$ cat src/rtl/poly_note_pkg.sv
// rtl/poly_note_pkg.sv - shared state encoding and helpers for the polyphonic note player
package poly_note_pkg;

  typedef enum logic [1:0] {
    ST_IDLE    = 2'd0,
    ST_RUN     = 2'd1,
    ST_RELEASE = 2'd2
  } ch_state_e;

  // Widest tone vector the popcount helper accepts.
  localparam int MAX_CH = 32;

  function automatic int cnt_width(input int n);
    return (n < 1) ? 1 : $clog2(n + 1);
  endfunction

  function automatic int unsigned popcount(input logic [MAX_CH-1:0] v);
    int unsigned n = 0;
    for (int i = 0; i < MAX_CH; i++) n += 32'(v[i]);
    return n;
  endfunction

endpackage

$ cat src/rtl/note_channel.sv
// rtl/note_channel.sv - one square-wave tone channel with full-length release
module note_channel
  import poly_note_pkg::*;
#(
  parameter int FREQ_W = 13
) (
  input  logic              clk,
  input  logic              rst,
  input  logic              ring,
  input  logic [FREQ_W-1:0] freq,
  output logic              tone,
  output logic              active
);

  ch_state_e         state;
  logic [FREQ_W-1:0] div;
  logic [FREQ_W-1:0] cnt;
  logic              half_end;

  assign half_end = (cnt == div - FREQ_W'(1));

  always_ff @(posedge clk) begin
    if (rst) begin
      state  <= ST_IDLE;
      tone   <= 1'b0;
      active <= 1'b0;
      cnt    <= '0;
      div    <= '0;
    end else begin
      unique case (state)
        ST_IDLE: begin
          if (ring && freq != '0) begin
            state  <= ST_RUN;
            active <= 1'b1;
            div    <= freq;
            cnt    <= '0;
            tone   <= 1'b1;
          end else begin
            tone <= 1'b0;
          end
        end
        ST_RUN, ST_RELEASE: begin
          if (ring) begin
            // Re-ring from RELEASE keeps cnt and phase running (legato).
            state <= ST_RUN;
            if (half_end) begin
              cnt <= '0;
              if (freq == '0) begin
                state  <= ST_IDLE;
                active <= 1'b0;
                tone   <= 1'b0;
              end else begin
                tone <= ~tone;
                div  <= freq;
              end
            end else begin
              cnt <= cnt + FREQ_W'(1);
            end
          end else if (!tone || half_end) begin
            state  <= ST_IDLE;
            active <= 1'b0;
            tone   <= 1'b0;
            cnt    <= '0;
          end else begin
            // Released mid-high: finish the pulse before going idle.
            state <= ST_RELEASE;
            cnt   <= cnt + FREQ_W'(1);
          end
        end
        default: begin
          state  <= ST_IDLE;
          active <= 1'b0;
          tone   <= 1'b0;
          cnt    <= '0;
        end
      endcase
    end
  end

endmodule

$ cat src/rtl/poly_note_player.sv
// rtl/poly_note_player.sv - NUM_CH tone channels, live-voice count and sigma-delta speaker output
module poly_note_player
  import poly_note_pkg::*;
#(
  parameter int NUM_CH = 4,
  parameter int FREQ_W = 13,
  parameter int CNT_W  = cnt_width(NUM_CH)
) (
  input  logic                     clk,
  input  logic                     rst,
  input  logic [NUM_CH-1:0]        ring,
  input  logic [NUM_CH*FREQ_W-1:0] freq,
  output logic [NUM_CH-1:0]        tone,
  output logic [NUM_CH-1:0]        active,
  output logic [CNT_W-1:0]         mix,
  output logic                     o
);

  localparam logic [CNT_W:0] FULL = (CNT_W + 1)'(NUM_CH);

  logic [CNT_W-1:0] acc;
  logic [CNT_W:0]   sum;

  for (genvar i = 0; i < NUM_CH; i++) begin : g_ch
    note_channel #(.FREQ_W(FREQ_W)) u_ch (
      .clk    (clk),
      .rst    (rst),
      .ring   (ring[i]),
      .freq   (freq[i*FREQ_W +: FREQ_W]),
      .tone   (tone[i]),
      .active (active[i])
    );
  end

  // One extra bit so acc + mix never wraps before the threshold compare.
  assign sum = {1'b0, acc} + {1'b0, mix};

  always_ff @(posedge clk) begin
    if (rst) begin
      mix <= '0;
      acc <= '0;
      o   <= 1'b0;
    end else begin
      mix <= CNT_W'(popcount(MAX_CH'(tone)));
      if (sum >= FULL) begin
        o   <= 1'b1;
        acc <= CNT_W'(sum - FULL);
      end else begin
        o   <= 1'b0;
        acc <= CNT_W'(sum);
      end
    end
  end

endmodule
$ cat config.mk
export PLATFORM = sky130hd
export DESIGN_NAME = poly_note_player
export DESIGN_NICKNAME = d
export VERILOG_FILES = /design/src/rtl/poly_note_pkg.sv /design/src/rtl/note_channel.sv /design/src/rtl/poly_note_player.sv
export SDC_FILE = /design/constraint.sdc
export NUM_CORES = 1
export LEC_CHECK = 0
export ABC_AREA = 1
export BUFFER_PORTS_ARGS = -buffer_cell sky130_fd_sc_hd__buf_2
export CAP_MARGIN = 20
export CORE_UTILIZATION = 40
export CTS_CLUSTER_DIAMETER = 100
export DETAILED_ROUTE_END_ITERATION = 6
export GPL_TIMING_DRIVEN = 0
export PLACE_DENSITY = 0.55
export SLEW_MARGIN = 20
export SYNTH_ARGS = -nofsm -noshare
export SYNTH_HDL_FRONTEND = slang
export SYNTH_SLANG_ARGS = --single-unit
export TNS_END_PERCENT = 1
$ cat constraint.sdc
create_clock -name clk -period 2.4 [get_ports clk]
set_input_delay 0.12 -clock clk [delete_from_list [all_inputs] [get_ports clk]]
set_output_delay 0.12 -clock clk [all_outputs]
set_load 0.02 [all_outputs]
==> impl_results.md <==
- Post-synth top area share: 0.306
- WP data required: 2.71 ns
- Top FF cell, synth: dfxtp_1
- Outcome: finished clean
- N_diodes: 0
- Syn_nets: 1359
- Clk buf depth: 2
- Vias per cell: 4.72
- Root buf cell: clkbuf_16
- Vias in the first global route: 7531
- Library cells used by synthesis: 45
- Slew Viols, Final: 0
- Placed cells: 1616
- Post-Syn Area: 8320 um^2
- Starting Density: 0.410
- Min cycle time layout: 2.20 ns
- TritonCTS buffer count: 17
- Max H-tree Level: 4
- Number of DRC markers in iteration 0: 425
- Final Cycle Share: 0.918
- Initial DRT Pass Iterations: 5
- Routed wire per std cell: 12.9 um
- Reg-to-Reg End: g_ch[2].u_ch.div[4]
- Routed wire length: 21800 um
- Largest cells by area after synthesis: dfxtp_1 (31%), nand2_1 (14%), nor2_1 (7.5%)
- Ys Warns: 0
- Mean post-synth cell area: 6.51 um^2
- Hold Path Sink: g_ch[2].u_ch.div[4]
- Setup_tns: 0 ns
- Fraction of layout cells with a size suffix above 1: 0.157
- Crit path kind: reg -> reg
- Core Footprint: 20300 um^2
- Die Area: 21400 um^2
- Final hold violation count: 0
- Final cell count without fillers: 1693
- GRT Util Overall: 0.210
- Max-Cap Viols: 0
- Number of nets with antenna violations after detailed routing: 0
- Global-route wire length before repair: 36300 um
- Leakage Power: 4.66 nW
- Measured slew at the worst slew-check pin: 0.710 ns
- Post-synth EDFFs: 0
- Startpoint types: flip-flop
- CTS tree: built
- Setup Skew: 0.00803 ns
- Worst-Skew Late Latency: 0.42 ns
- Total global routing overflow: 0
- Drt drc: 0
- IO Count: 70
- Cells on worst reg2reg path: 16
- Die width: 146 um
- Max-Slew Margin vs Limit: 0.527
- Hold Crit Start: freq[30]
- Clock sink count: 127
- Data arrival, critical path: 2.52 ns
- Nets: 1491
- Final Setup Violations: 0
- R2R Path Start: g_ch[2].u_ch.div[1]
- Hold Crit Class: in -> reg
- Max FO, Critical Path: 10
- RSZ-0062 raised after global routing: no
- Max Freq: 454 MHz
- Syn Inst Count: 1278
- Largest area contributor in the netlist: dfxtp_1
- Hold path cells: 3
- Fillers: 2147
- DIE HEIGHT: 146 um
- Register area share after synthesis: 0.306
- Routability cong.: 0.819
- P per Cell Area: 929 nW/um^2
- Initial antenna violation count: 0
- Largest net degree at the start of global routing: 17
- Vias: 7998
- Port bufs: 68
- Seq cells post-synth: 127
- Maximum VDD drop: 516 uV
- Clock Pin Slew Worst Setup and Hold Paths: 0.06 ns
- Syn-to-layout area delta: 22.1%
- Power, Total: 9.43 mW
- Count leader, synth: nand2_1
- Post-DP HPWL: 16600 um
- Commonest cells post-synth: nand2_1 (312), nor2_1 (166), inv_1 (161)
- Asr flop ratio synth: 0
- Core Rows: 52
- Reg2reg setup slack: 0.20 ns
- Crit path capture type: flip-flop
-- stage by stage --
stage / cell area (um^2) / worst slack [ns] / hold WS, ns / util
floorplan: 8320 / 0.438 / 0.278 / -
global placement: 8990 / 0.0755 / 0.400 / 0.443
detailed placement: 8990 / 0.0371 / 0.405 / 0.443
CTS: 10000 / 0.0116 / 0.00546 / 0.494
global route: 10200 / 0.0102 / 0.00483 / 0.500
finish: 10200 / 0.197 / 0.00663 / 0.500
-- how the worst max path moves through the flow --
stage                                       to                start  depth (start not counted)  slack [ns]
after detailed placement   g_ch[2].u_ch.div[4]  g_ch[2].u_ch.div[0]                         16        0.04
after floorplan            g_ch[1].u_ch.div[7]  g_ch[1].u_ch.div[0]                         16        0.44
after CTS                  g_ch[2].u_ch.div[4]  g_ch[2].u_ch.div[0]                         16        0.01
after global routing      g_ch[0].u_ch.cnt[11]  g_ch[0].u_ch.div[1]                         17        0.01
after global placement    g_ch[2].u_ch.div[10]  g_ch[2].u_ch.div[0]                         16        0.08
final                      g_ch[2].u_ch.div[4]  g_ch[2].u_ch.div[1]                         16        0.20
-- critical path: stages (launching register included) --
cell	delay, ns
dfxtp_1	0.37
inv_1	0.11
ha_4	0.19
nand3_4	0.14
nor2_4	0.06
buf_4	0.14
nand3_1	0.10
nand2_1	0.07
nor2_1	0.09
nand2_1	0.07
nor2_2	0.09
nand2_2	0.10
nand2_4	0.11
nand2_2	0.09
buf_6	0.17
o21ai_2	0.14
a21oi_1	0.05
-- metal layers --
layer | vias up | share of wire | track usage
met1 | 3548 | 0.50 | 0.285
met2 | 116 | 0.46 | 0.348
met3 | 9 | 0.030 | 0.0372
met4 | 0 | 0.0061 | 0.0448
li1 | 4325 | - | -
met5 | - | 0 | 0
-- final cells by class --
cell class | count | area [um^2] | share of cell area
buffer | 38 | 264 | 0.0260
multi-input combinational | 941 | 4970 | 0.490
timing repair buffer | 113 | 783 | 0.0771
tap | 270 | 338 | 0.0333
clock buffer | 21 | 470 | 0.0463
sequential | 127 | 2540 | 0.250
clock inverter | 11 | 138 | 0.0136
inverter | 172 | 646 | 0.0636
-- flip-flops by register name, indices dropped and copies added, names as in the netlist --
| name | count |
|---|---|
| g_ch.u_ch.div | 52 |
| mix | 3 |
| o | 1 |
| g_ch.u_ch.state | 8 |
| g_ch.u_ch.tone | 4 |
| acc | 3 |
| g_ch.u_ch.active | 4 |
| g_ch.u_ch.cnt | 52 |
-- layout by cell type (no fill, tap or decap), types with 11 or more instances in the layout --
cell type	instances
nand2_1	308
nor2_1	164
inv_1	159
dfxtp_1	126
nand3_1	109
buf_2	74
a21oi_1	71
dlygate4sd3_1	42
xor2_1	39
o21ai_0	28
xnor2_1	24
nor3_1	24
o21ai_1	23
nor2_2	20
nand4_1	17
ha_1	17
clkbuf_16	17
nand2_2	14
inv_2	13
clkbuf_1	12
buf_6	11
buf_4	11
-- cell families after synthesis --
group                    synth area share
XOR/XNOR                           0.0718
AND/OR/NAND/NOR                     0.378
AO/OA/AOI/OAI                       0.101
adder cells (fa/ha/maj)            0.0364
buffers and inverters               0.107
flip-flops                          0.306
-- power by group --
| group | leakage, nW | internal [mW] | switching, mW | total (mW) |
|---|---|---|---|---|
| Combinational | 3.33 | 1.55 | 2.48 | 4.03 |
| Sequential | 1.04 | 2.42 | 0.302 | 2.72 |
| Clock | 0.295 | 1.70 | 0.970 | 2.68 |
| Total | 4.66 | 5.68 | 3.75 | 9.43 |
-- repair_timing --
action	CTS	global route
hold endpoints to repair	42	0
hold buffers	42	0
setup endpoints to repair	0	94
resized for setup	0	30
buffers inserted	0	3
Power figures use the tool's default switching activity.
